### src/rtl/jtag_dbg_pkg.sv
// jtag_dbg_pkg
// Shared constants for the JTAGG debug command controller: command opcodes
// carried in the top two bits of ER1, bit positions of the status word that
// is read back through ER1/ER2 capture, the FSM state type, and the ECP5
// instruction codes host scripts load to reach ER1/ER2.
package jtag_dbg_pkg;

   localparam logic [1:0] OP_NOP   = 2'b00;
   localparam logic [1:0] OP_WRITE = 2'b01;
   localparam logic [1:0] OP_READ  = 2'b10;
   localparam logic [1:0] OP_CLEAR = 2'b11;

   localparam int ST_BUSY    = 0;
   localparam int ST_DONE    = 1;
   localparam int ST_ERR     = 2;
   localparam int ST_TIMEOUT = 3;
   localparam int ST_OVERRUN = 4;
   localparam int ST_W       = 5;

   // IR values that select ER1 (command) and ER2 (read-back) on the ECP5 TAP
   localparam logic [7:0] IR_ER1 = 8'h32;
   localparam logic [7:0] IR_ER2 = 8'h38;

   typedef enum logic {
      S_IDLE = 1'b0,
      S_REQ  = 1'b1
   } state_t;

endpackage

### src/rtl/jtag_user_dr.sv
// jtag_user_dr
// One JTAGG user data register. While selected it either loads a parallel
// capture value (Capture-DR) or shifts right with tdi entering the MSB
// (Shift-DR), so the LSB is the first bit presented on tdo.
// Ports:
//   jtck, jrstn    clock, asynchronous active-low reset
//   ce             this register is selected by the TAP
//   shift          TAP is in Shift-DR (otherwise a ce cycle is a capture)
//   tdi            serial input
//   capture_value  parallel value loaded on capture
//   value          current register contents
//   tdo            serial output (value[0])
module jtag_user_dr #(
   parameter int WIDTH = 8
) (
   input  logic             jtck,
   input  logic             jrstn,
   input  logic             ce,
   input  logic             shift,
   input  logic             tdi,
   input  logic [WIDTH-1:0] capture_value,
   output logic [WIDTH-1:0] value,
   output logic             tdo
);

   always_ff @(posedge jtck or negedge jrstn) begin
      if (!jrstn) begin
         value <= '0;
      end else if (ce) begin
         if (shift) begin
            value <= {tdi, value[WIDTH-1:1]};
         end else begin
            value <= capture_value;
         end
      end
   end

   assign tdo = value[0];

endmodule

### src/rtl/jtag_dbg_cmd_ctrl.sv
// jtag_dbg_cmd_ctrl
// Debug command controller behind the ECP5 JTAGG ER1/ER2 pair. ER1 carries
// {op, addr, data}; an Update-DR while ER1 is the selected register issues
// the command. WRITE/READ run one req/ack bus transaction with a timeout;
// ER2 reads back {rdata, status}. Everything runs on jtck.
// Ports:
//   jtck, jrstn                 TAP clock, asynchronous active-low reset
//   jtdi, jshift, jupdate       TAP serial data and state indications
//   jce1, jce2                  ER1 / ER2 selected
//   jtdo1, jtdo2                ER1 / ER2 serial outputs
//   bus_req, bus_we             request and direction (1 = write)
//   bus_addr, bus_wdata         held stable for the whole request
//   bus_ack, bus_err, bus_rdata one-cycle completion with error and data
module jtag_dbg_cmd_ctrl
   import jtag_dbg_pkg::*;
#(
   parameter int ADDR_W  = 16,
   parameter int DATA_W  = 32,
   parameter int TIMEOUT = 1023
) (
   input  logic              jtck,
   input  logic              jrstn,
   input  logic              jtdi,
   input  logic              jshift,
   input  logic              jupdate,
   input  logic              jce1,
   input  logic              jce2,
   output logic              jtdo1,
   output logic              jtdo2,
   output logic              bus_req,
   output logic              bus_we,
   output logic [ADDR_W-1:0] bus_addr,
   output logic [DATA_W-1:0] bus_wdata,
   input  logic              bus_ack,
   input  logic              bus_err,
   input  logic [DATA_W-1:0] bus_rdata
);

   localparam int SR1_W = 2 + ADDR_W + DATA_W;
   localparam int SR2_W = DATA_W + ST_W;
   localparam int CNT_W = (TIMEOUT < 1) ? 1 : $clog2(TIMEOUT + 1);
   localparam logic [CNT_W-1:0] CNT_MAX = CNT_W'(TIMEOUT);

   state_t            state;
   state_t            next_state;
   logic              sel_er1;
   logic              done;
   logic              err;
   logic              timeout;
   logic              overrun;
   logic [DATA_W-1:0] rdata;
   logic [CNT_W-1:0]  count;
   logic [ST_W-1:0]   status;
   logic [SR1_W-1:0]  sr1;
   logic [SR2_W-1:0]  sr2;
   logic [1:0]        cmd_op;
   logic [ADDR_W-1:0] cmd_addr;
   logic [DATA_W-1:0] cmd_data;
   logic              cmd_valid;
   logic              cmd_xfer;
   logic              accept;
   logic              reject;
   logic              clear;
   logic              finish_ack;
   logic              finish_to;
   logic              unused_sr2;

   assign cmd_data = sr1[DATA_W-1:0];
   assign cmd_addr = sr1[DATA_W +: ADDR_W];
   assign cmd_op   = sr1[SR1_W-1 -: 2];
   assign cmd_xfer = (cmd_op == OP_WRITE) || (cmd_op == OP_READ);

   // busy is derived from the state so it can never disagree with bus_req
   always_comb begin
      status              = '0;
      status[ST_BUSY]     = (state == S_REQ);
      status[ST_DONE]     = done;
      status[ST_ERR]      = err;
      status[ST_TIMEOUT]  = timeout;
      status[ST_OVERRUN]  = overrun;
   end

   jtag_user_dr #(.WIDTH(SR1_W)) u_er1 (
      .jtck          (jtck),
      .jrstn         (jrstn),
      .ce            (jce1),
      .shift         (jshift),
      .tdi           (jtdi),
      .capture_value ({{(SR1_W-ST_W){1'b0}}, status}),
      .value         (sr1),
      .tdo           (jtdo1)
   );

   jtag_user_dr #(.WIDTH(SR2_W)) u_er2 (
      .jtck          (jtck),
      .jrstn         (jrstn),
      .ce            (jce2),
      .shift         (jshift),
      .tdi           (jtdi),
      .capture_value ({rdata, status}),
      .value         (sr2),
      .tdo           (jtdo2)
   );

   // ER2 contents only leave the chip serially through jtdo2
   assign unused_sr2 = ^sr2;

   // Command decode and transaction sequencing. A command arriving in the
   // same cycle as the ack still sees REQ, so it is rejected as an overrun.
   // Ack is checked before the timeout so a last-cycle ack is a success.
   always_comb begin
      next_state = state;
      cmd_valid  = jupdate && sel_er1;
      accept     = 1'b0;
      reject     = 1'b0;
      clear      = cmd_valid && (cmd_op == OP_CLEAR);
      finish_ack = 1'b0;
      finish_to  = 1'b0;
      case (state)
         S_IDLE: begin
            if (cmd_valid && cmd_xfer) begin
               accept     = 1'b1;
               next_state = S_REQ;
            end
         end
         S_REQ: begin
            reject = cmd_valid && cmd_xfer;
            if (bus_ack) begin
               finish_ack = 1'b1;
               next_state = S_IDLE;
            end else if (count == CNT_MAX) begin
               finish_to  = 1'b1;
               next_state = S_IDLE;
            end
         end
         default: next_state = S_IDLE;
      endcase
   end

   always_ff @(posedge jtck or negedge jrstn) begin
      if (!jrstn) begin
         state <= S_IDLE;
      end else begin
         state <= next_state;
      end
   end

   // Bus request follows the state register directly so that an asynchronous
   // reset removes it without waiting for a clock edge
   assign bus_req = (state == S_REQ);

   // Selection tracking, latched command, timeout counter and sticky status.
   // Completion is applied after CLEAR so a coincident finish is not lost.
   always_ff @(posedge jtck or negedge jrstn) begin
      if (!jrstn) begin
         sel_er1   <= 1'b0;
         bus_we    <= 1'b0;
         bus_addr  <= '0;
         bus_wdata <= '0;
         count     <= '0;
         done      <= 1'b0;
         err       <= 1'b0;
         timeout   <= 1'b0;
         overrun   <= 1'b0;
         rdata     <= '0;
      end else begin
         if (jce1) begin
            sel_er1 <= 1'b1;
         end else if (jce2) begin
            sel_er1 <= 1'b0;
         end

         if (accept) begin
            bus_we    <= (cmd_op == OP_WRITE);
            bus_addr  <= cmd_addr;
            bus_wdata <= cmd_data;
            count     <= '0;
            done      <= 1'b0;
            err       <= 1'b0;
            timeout   <= 1'b0;
         end else if ((state == S_REQ) && !finish_ack && !finish_to) begin
            count <= count + 1'b1;
         end

         if (clear) begin
            done    <= 1'b0;
            err     <= 1'b0;
            timeout <= 1'b0;
            overrun <= 1'b0;
         end

         if (reject) begin
            overrun <= 1'b1;
         end

         if (finish_ack) begin
            done <= 1'b1;
            err  <= bus_err;
            if (!bus_we && !bus_err) begin
               rdata <= bus_rdata;
            end
         end

         if (finish_to) begin
            done    <= 1'b1;
            timeout <= 1'b1;
         end
      end
   end

endmodule

### config.mk
export PLATFORM = sky130hd
export DESIGN_NAME = jtag_dbg_cmd_ctrl
export DESIGN_NICKNAME = d
export VERILOG_FILES = /design/src/rtl/jtag_dbg_pkg.sv /design/src/rtl/jtag_user_dr.sv /design/src/rtl/jtag_dbg_cmd_ctrl.sv
export SDC_FILE = /design/constraint.sdc
export NUM_CORES = 1
export LEC_CHECK = 0
export CAP_MARGIN = 20
export CELL_PAD_IN_SITES_DETAIL_PLACEMENT = 1
export CELL_PAD_IN_SITES_GLOBAL_PLACEMENT = 2
export CORE_MARGIN = 2
export CORE_UTILIZATION = 36
export DETAILED_ROUTE_END_ITERATION = 8
export GPL_TIMING_DRIVEN = 1
export PLACE_DENSITY = 0.82
export SYNTH_ARGS = -nofsm -noshare
export SYNTH_HDL_FRONTEND = slang
export SYNTH_SLANG_ARGS = --single-unit
### constraint.sdc
create_clock -name jtck -period 1.95 [get_ports jtck]
set_clock_uncertainty 0.05 [all_clocks]
set_input_delay 0.195 -clock jtck [delete_from_list [all_inputs] [get_ports jtck]]
set_output_delay 0.195 -clock jtck [all_outputs]
set_load 0.01 [all_outputs]
======== Yosys cells after proc, flatten, opt, wreduce, memory -nomap -nowiden ========
Index checks and enable logic that the tools add are counted.
storage, ports and cells
  output and inout bits ................... 52
  memories kept ........................... 0
  latch bits .............................. 0
  bits in registers ....................... 184
  input bits .............................. 41
  RAM bits ................................ 0
  logic and storage cells ................. 62
  ROM bits ................................ 0
operators by class
  multiplexer cells ....................... 25
  shifts and indexed selects .............. 0
  reduce and logical (&&, ||, !) cells .... 18
  add/subtract/negate cells ............... 1
  eq/ne operators ......................... 4
  divide/modulo/power cells ............... 0
  bitwise operators ....................... 1
  multipliers ............................. 0
  order comparisons ....................... 0
operators by type and width
  operator                                              count
  2-to-1 mux 50 bit                                     1
  2-to-1 mux 37 bit                                     1
  2-to-1 mux 1 bit                                      20
  2-to-1 mux 10 bit                                     2
  adder 10 x 1 -> 10 bit (second input constant)        1
  equality test 10 bit (second input constant)          1
  logical AND 1 bit                                     6
  nonzero test 2 bit                                    3
  nonzero test 3 bit                                    2
  equality test 2 bit (second input constant)           2
  logical NOT 1 bit                                     4
  nonzero test 4 bit                                    1
  equality test 2 x 1 -> 1 bit (second input constant)  1
  one-hot mux 1 bit (2 select lines)                    1
  AND reduction 2 bit                                   1
  logical OR 1 bit                                      1
  NOT 1 bit                                             1

======== Longest topological paths before layout ========
Gate-level depths: netlist of run 1.
  word-level depth ........................ 9
  mapped depth ............................ 8
  gate-level depth less buffers ........... 6

======== Modules after synthesis ========
Synthesis of run 1 repeated with hierarchy kept, for this count alone.
unflattened totals
  cells, all modules ...................... 740
  area total of the unflattened synthesis .. 7957.6 um2
by module, submodules not included
  module                 cells each  seq. area each (um2)  times used  area each (um2)
  jtag_dbg_cmd_ctrl      361         2427.3                1           3863.7
  jtag_user_dr at u_er1  218         1251.2                1           2359.8
  jtag_user_dr at u_er2  161         925.9                 1           1734.2

======== Least setup slack after synthesis of run 1 ========
No wires, ideal clock.
  kind .................................... register -> register
  start point ............................. reg u_er1.value[48]
  end point ............................... reg count[7]
  path buffers ............................ 2
  path slack .............................. 0.379 ns
  period minus slack after synthesis ...... 1.571 ns
  library setup time ...................... 0.129 ns
  data required time ...................... 1.771 ns
  cell stages (with the launch flop) ...... 8
  arrival time ............................ 1.392 ns
  cell sequence ........................... dfrtp_1 -> ha_1 -> nor2_1 -> nand3_1 -> buf_4 -> buf_4 -> o211ai_1 -> o31ai_1
between the ends
  cells in the longest elaborated chain, start to end .. 6
  elaborated cells on any way between the ends .. 8
  classes of those cells .................. eq/ne (2); mux (3); reduce/logical (3)
ends and longest elaborated chain
  element                                                              RTL line                  text
  from (decl)                                                          jtag_user_dr.sv:22        output logic [WIDTH-1:0] value,
  from (signal assigned)                                               jtag_user_dr.sv:31        value <= {tdi, value[WIDTH-1:1]};
  from (signal assigned)                                               jtag_user_dr.sv:33        value <= capture_value;
  equality test 2 x 1 -> 1 bit or equality test 2 bit (tied branches)  jtag_dbg_cmd_ctrl.sv:71   assign cmd_xfer = (cmd_op == OP_WRITE) || (cmd_op == OP_READ);
  logical OR 1 bit *                                                   jtag_dbg_cmd_ctrl.sv:71
  logical AND 1 bit *                                                  jtag_dbg_cmd_ctrl.sv:121  if (cmd_valid && cmd_xfer) begin
  2-to-1 mux 1 bit *                                                   jtag_dbg_cmd_ctrl.sv:121
  2-to-1 mux 1 bit *                                                   jtag_dbg_cmd_ctrl.sv:119  case (state)
  2-to-1 mux 10 bit or nonzero test 2 bit (tied branches)              --
  to (signal assigned)                                                 jtag_dbg_cmd_ctrl.sv:182  count <= count + 1'b1;
  to (decl)                                                            jtag_dbg_cmd_ctrl.sv:52   logic [CNT_W-1:0] count;
Mark *: on every way between the ends. The rest lies on a longest branch, timed or not.
A chain may end at the register's enable or synchronous reset.

======== Worst setup path after layout of run 1 ========
  start point ............................. reg state (netlist: bus_req)
  end point ............................... out bus_req
RTL lines
  element                 RTL line                  text
  from (decl)             jtag_dbg_cmd_ctrl.sv:44   state_t state;
  from (signal assigned)  jtag_dbg_cmd_ctrl.sv:144  state <= next_state;
  to (decl)               jtag_dbg_cmd_ctrl.sv:30   output logic bus_req,
No word-level cell between the ends.

==> results of run 1 <==
-- state kept, by name (all words and copies together) (netlist names) --
register / flops
u_er2.value: 37
u_er1.value: 50
count: 10
bus_req: 1
bus_we: 1
timeout: 1
sel_er1: 1
err: 1
overrun: 1
done: 1
bus_wdata: 32
bus_addr: 16
rdata: 32
-- cell type report --
| cell class | instances | area [um^2] |
|---|---|---|
| clock inverter | 14 | 188 |
| fill | 2181 | 10900 |
| timing repair buffer | 107 | 1110 |
| clock buffer | 18 | 429 |
| inverter | 48 | 180 |
| tap | 270 | 338 |
| sequential | 184 | 4600 |
| multi-input combinational | 422 | 2450 |
-- report_power, final --
group / internal (mW) / total (mW) / switching (mW)
combinational: 0.997 / 1.83 / 0.831
clock: 2.06 / 3.63 / 1.57
sequential: 4.62 / 5.14 / 0.523
total: 7.68 / 10.6 / 2.92
-- worst paths after layout --
| kind | from | endpoint | slack [ns] | cells after the start |
|---|---|---|---|---|
| worst max-delay path | bus_req$_DFF_PN0_ | bus_req | 0.14 | 1 |
| worst min-delay path | jce2 | u_er2.value[0]$_DFFE_PN0P_ | 0.19 | 2 |
| worst max register to register | u_er1.value[48]$_DFFE_PN0P_ | bus_addr[11]$_DFFE_PN0N_ | 0.15 | 6 |
| worst min register to register | done$_DFFE_PN0P_ | done$_DFFE_PN0P_ | 0.41 | 2 |
| max in group asynchronous | jrstn | u_er2.value[9]$_DFFE_PN0P_ | 0.92 | 3 |
| min in group asynchronous | jrstn | bus_wdata[12]$_DFFE_PN0N_ | 0.24 | 2 |
-- per-layer routing --
metal	vias up	wire length [um]	track usage
li1	2514	-	-
met1	2608	7450	0.203
met2	99	8050	0.269
met3	14	802	0.0441
met4	0	178	0.0442
met5	-	0	0
-- layout by cell type, fill, tap and decap left out, drive strengths merged, types with 5 or more instances in the layout --
cell,Yosys,layout
a21oi,53,53
inv,48,55
nor3,5,5
nand3,53,53
mux2i,35,35
clkbuf,24,18
dfrtp,184,184
nand2,77,77
nor2b,5,5
mux2,32,32
clkdlybuf4s50,0,88
nor2,47,47
o21ai,92,92
buf,20,18
-- what timing repair did --
item	in CTS	in global routing
hold buffers	1	0
endpoints found under the setup margin	0	0
hold endpoints to repair	49	0
-- cells by family (layout without fill, tap and decap cells) --
family          count (synthesis)  after routing  synth area share
buf+inv                        92            187            0.0522
fa+ha+maj                       3              3           0.00506
xor+xnor                        1              1           0.00118
compound gates                155            155             0.108
flops                         184            184             0.620
mux                            67             67            0.0957
simple gates                  196            196             0.118
==> impl_metrics.py, run 1 <==
metrics = {
    "status": {
        "status": "complete, no violations",
    },
    "layout": {
        "layout.core_utilization": 0.459,
        "final_design_area_no_fill_mm2": 0.00930,
        "fin_nets": 824,
        "areaGrowthSynthToFinish_pct": 25.2,
        "final-instance-count-excl-fill": 1063,
        "diodes": 0,
        "final_layout_size_suffix_gt1_frac": 0.106,
    },
    "setup_path": {
        "cp-end-kind": "primary output",
        "cpPeakStageDelay_ns": 0.60,
        "worst-endpoint-required_ns": 1.70,
        "arrival_ns": 1.57,
        "timing.critical_path.buf_inv": 1,
        "critical-path-slowest-cell": "clkdlybuf4s50_1",
        "timing.critical_path.from_type": "register",
        "cp_cell_sequence": "clkdlybuf4s50_1",
        "critical_path_class": "reg -> out",
        "crit_family": "buffers and inverters",
        "crit_fanout": 10,
    },
    "logic_synthesis": {
        "synth_largest_type_area_fraction": 0.620,
        "avgSynthCellArea_um2": 10.6,
        "post-synth-top-area-cell": "dfrtp_1",
        "synth.cells.most_frequent": "184 x dfrtp_1, 92 x o21ai_0, 76 x nand2_1, 53 x a21oi_1, 53 x nand3_1",
        "syn-num-nets": 742,
        "syn-instance-count": 698,
        "ys.flop_type": "dfrtp_1",
        "synth.most_common_cell": "dfrtp_1",
        "synth_sequential_area_ratio": 0.620,
        "number_of_distinct_library_cells_after_synthesis": 36,
        "post_synth_main_area_contributors": "dfrtp_1 62%, o21ai_0 6.2%, mux2i_1 4.7%, mux2_2 4.5%, nand2_1 3.8%",
        "async_reset_ff_frac": 1.00,
        "synth-edff-count": 0,
        "yosys_warnings": 0,
        "netlist_area_mm2": 0.00743,
        "ys_ff_latch": 184,
    },
    "placed_design": {
        "place_area_mm2": 0.00867,
        "post-dp-hpwl_mm": 10.9,
        "placed_cells_incl_taps": 1030,
        "dp_slack_ns": 0.184,
        "port-buffer-count": 92,
        "gp_congestion": 0.794,
    },
    "global_routing": {
        "maximum_number_of_pins_on_one_net_before_global_route_repair": 102,
        "grt_overflow_total": 0,
        "gr-usage-all-layers": 0.159,
        "first_global_vias": 5563,
        "antenna_found_initial": 0,
        "global_route_wire_length_before_repair_mm": 28.0,
    },
    "drt": {
        "drc_viols": 0,
        "totalWireLength_mm": 16.5,
        "postRouteAntennaNets": 0,
        "first_iter_violations": 148,
        "vias_per_cell": 4.92,
        "routed_wire_length_per_instance_um": 15.5,
        "drt_pass1_iterations": 6,
        "vias": 5235,
    },
    "sta": {
        "slew_viol_final": 0,
        "slew_headroom": 0.663,
        "finalSetupTns_ns": 0,
        "finalHoldViolations": 0,
        "final_period_utilization": 0.928,
        "final_hold_slack_ns": 0.189,
        "grt_setup_unrepaired": "no",
        "final.min_clock_period_ns": 1.81,
        "setup-violations-final": 0,
        "tightest_slew_ns": 0.506,
        "worst_slack_ns": 0.140,
        "max_freq_mhz": 552,
    },
    "floorplan": {
        "num_io_pins": 93,
        "die-width_um": 148,
        "core_area_mm2": 0.0202,
        "die_footprint_mm2": 0.0218,
        "rows": 52,
        "die_y_um": 148,
        "floorplan.initialDensity": 0.367,
    },
    "pwr": {
        "vdd_ir_drop_max_uv": 723,
        "pwr_density_mw_per_mm2": 1140,
        "finalPower_mw": 10.6,
        "power_leakage_nw": 4.02,
    },
    "run": {
        "drv.max_cap_violation_count": 0,
    },
    "clocking": {
        "max-clock-path-buffers": 2,
        "clock-sinks": 184,
        "cts_tree": "done",
        "clock_pin_slew_reported_for_the_worst_setup_and_hold_paths_after_clock_tree_synthesis_ns": 0.07,
        "cts_inserted_buffers": 17,
        "post_cts.repair.setup_buffers": 0,
        "cts.htree.levels": 4,
        "postCtsResizedCells": 0,
        "cts.root.buffer_cell": "clkbuf_16",
        "worst_skew_pair.late_latency_ns": 0.42,
    },
    "hold_path": {
        "hold_path_class": "in -> reg",
    },
}
Power figures use the tool's default switching activity.
==> run 2, diff against run 1 <==
Settings changed: CAP_MARGIN 20 to 10, GPL_ROUTABILITY_DRIVEN set to 0.
==> results of run 2 <==
Same layout as run 1: the final DEF is identical, and so are final timing and power.
==> run 3, diff against run 2 <==
Settings changed: PLACE_DENSITY 0.82 to not set, PLACE_DENSITY_LB_ADDON set to 0.1, REMOVE_ABC_BUFFERS set to 1.
==> impl_metrics.py, run 3 (synthesis gave the netlist of run 1 again) <==
metrics = {
    "setup_path": {
        "cp-end-kind": "primary output",
        "critical-path-slowest-cell": "clkdlybuf4s50_1",
        "crit_fanout": 9,
        "timing.reg2reg.worst_path_depth": 6,
        "reg2reg_setup_slack_ns": 0.17,
        "worstReg2RegStart": "u_er1.value[48]$_DFFE_PN0P_",
        "arrival_ns": 1.56,
        "timing.critical_path.from_type": "register",
        "critical_path_class": "reg -> out",
        "crit_family": "buffers and inverters",
        "cpPeakStageDelay_ns": 0.60,
        "worstReg2RegEnd": "bus_wdata[16]$_DFFE_PN0N_",
        "timing.critical_path.buf_inv": 1,
        "cp_cell_sequence": "clkdlybuf4s50_1",
        "worst-endpoint-required_ns": 1.70,
    },
    "sta": {
        "finalSetupTns_ns": 0,
        "slew_headroom": 0.688,
        "finalHoldViolations": 0,
        "final.min_clock_period_ns": 1.81,
        "tightest_slew_ns": 0.468,
        "grt_setup_unrepaired": "no",
        "worst_slack_ns": 0.142,
        "setup-violations-final": 0,
        "slew_viol_final": 0,
        "max_freq_mhz": 553,
        "final_period_utilization": 0.927,
    },
    "clocking": {
        "clock-sinks": 184,
        "max-clock-path-buffers": 2,
        "cts.htree.levels": 4,
        "cts_tree": "done",
        "ctsHoldBuffers": 1,
        "worst_skew_pair.late_latency_ns": 0.43,
        "postCtsResizedCells": 0,
        "cts_inserted_buffers": 17,
        "clock_pin_slew_reported_for_the_worst_setup_and_hold_paths_after_clock_tree_synthesis_ns": 0.07,
        "cts.root.buffer_cell": "clkbuf_16",
        "post_cts.repair.setup_buffers": 0,
    },
    "floorplan": {
        "rows": 52,
        "num_io_pins": 93,
        "die-width_um": 148,
        "die_footprint_mm2": 0.0218,
        "die_y_um": 148,
        "core_area_mm2": 0.0202,
        "floorplan.initialDensity": 0.367,
    },
    "hold_path": {
        "hp-start": "jshift",
        "holdPathEnd": "u_er2.value[28]$_DFFE_PN0P_",
        "cell_depth_of_the_worst_hold_path": 3,
        "hold_path_class": "in -> reg",
    },
    "placed_design": {
        "port-buffer-count": 92,
        "post-dp-hpwl_mm": 10.6,
        "placed_cells_incl_taps": 1033,
        "place_area_mm2": 0.00875,
        "dp_slack_ns": 0.142,
    },
    "pwr": {
        "power_leakage_nw": 4.07,
        "power.combinational.fraction": 0.173,
        "clock_power_share": 0.343,
        "seq_power_share": 0.483,
        "pwr_density_mw_per_mm2": 1120,
        "vdd_ir_drop_max_uv": 727,
        "internal-power_mw": 7.74,
        "switching_share": 0.265,
        "netSwitchingPower_mw": 2.79,
    },
    "drt": {
        "totalWireLength_mm": 15.9,
        "vias_per_cell": 4.90,
        "first_iter_violations": 174,
        "drt_pass1_iterations": 4,
        "vias": 5225,
        "drc_viols": 0,
        "postRouteAntennaNets": 0,
        "routed_wire_length_per_instance_um": 14.9,
    },
    "global_routing": {
        "grt_overflow_total": 0,
        "global_route_wire_length_before_repair_mm": 27.7,
        "first_global_vias": 5521,
        "maximum_number_of_pins_on_one_net_before_global_route_repair": 102,
        "antenna_found_initial": 0,
        "gr-usage-all-layers": 0.158,
    },
    "layout": {
        "final_design_area_no_fill_mm2": 0.00938,
        "mostFrequentLayoutCells": "184 x dfrtp_1, 92 x o21ai_0, 88 x clkdlybuf4s50_1",
        "most_flops_register": "u_er1.value",
        "final-instance-count-excl-fill": 1066,
        "fin_nets": 827,
        "reg.largest.list": "u_er1.value: 50 flops, u_er2.value: 37 flops",
        "commonest_non_fill_non_tap_cell_in_the_layout": "dfrtp_1",
        "areaGrowthSynthToFinish_pct": 26.3,
        "largest_register_ffs": 50,
        "final_layout_size_suffix_gt1_frac": 0.111,
        "diodes": 0,
    },
    "status": {
        "status": "complete, no violations",
    },
    "run": {
        "drv.max_cap_violation_count": 0,
    },
}
-- run 3: changes by cell type in the layout (fill, tap and decap cells not counted) --
cell	delta
buf_4	-1
inv_6	-1
clkbuf_8	+3
clkinvlp_4	-3
clkinv_2	+3
clkinv_4	+2
buf_6	-1
inv_8	-2
buf_12	+4
clkbuf_1	-1
-- run 3: final cells by class --
class | count | area, um^2
repair buffers | 110 | 1190
inverters | 48 | 180
clock inverters | 13 | 166
flip-flops and latches | 184 | 4600
clock buffers | 19 | 453
multi-input cells | 422 | 2450
well taps | 270 | 338
fillers | 2214 | 10900
-- run 3: worst max path at each step --
stage                     cells after the start  slack, ns                        start                   endpoint
final                                         1       0.14            bus_req$_DFF_PN0_                    bus_req
after global routing                          7      0.008  u_er1.value[49]$_DFFE_PN0P_  bus_wdata[21]$_DFFE_PN0N_
after CTS                                     1       0.10            bus_req$_DFF_PN0_                    bus_req
after detailed placement                      6       0.14  u_er1.value[48]$_DFFE_PN0P_  bus_wdata[16]$_DFFE_PN0N_
after global placement                        6       0.18                      bus_ack       count[6]$_DFFE_PN0P_
after floorplan                               5      -1.11  u_er1.value[48]$_DFFE_PN0P_       count[7]$_DFFE_PN0P_
-- run 3: through the flow --
step                      hold WS (ns)  total power [mW]   util
after floorplan                 -0.151              6.02      -
after global placement           0.151              6.92  0.432
after detailed placement         0.149              7.04  0.432
after CTS                        0.164              10.7  0.463
after global routing             0.183              11.2  0.463
final                            0.172              10.5  0.463
-- run 3: per-layer routing --
layer	GRT usage	up-vias	share of wire
li1	-	2515	-
met1	0.202	2612	0.46
met2	0.269	80	0.49
met3	0.0281	18	0.033
met4	0.0582	0	0.018
met5	0	-	0
-- run 3: power by group through the flow --
stage | Sequential (mW) | Clock [mW] | Combinational (mW)
after CTS | 5.10 | 3.71 | 1.88
after global routing | 5.21 | 3.90 | 2.06
after detailed placement | 5.17 | 0 | 1.86
after global placement | 5.13 | 0 | 1.79
after floorplan | 5.11 | 0 | 0.906
final | 5.09 | 3.62 | 1.83
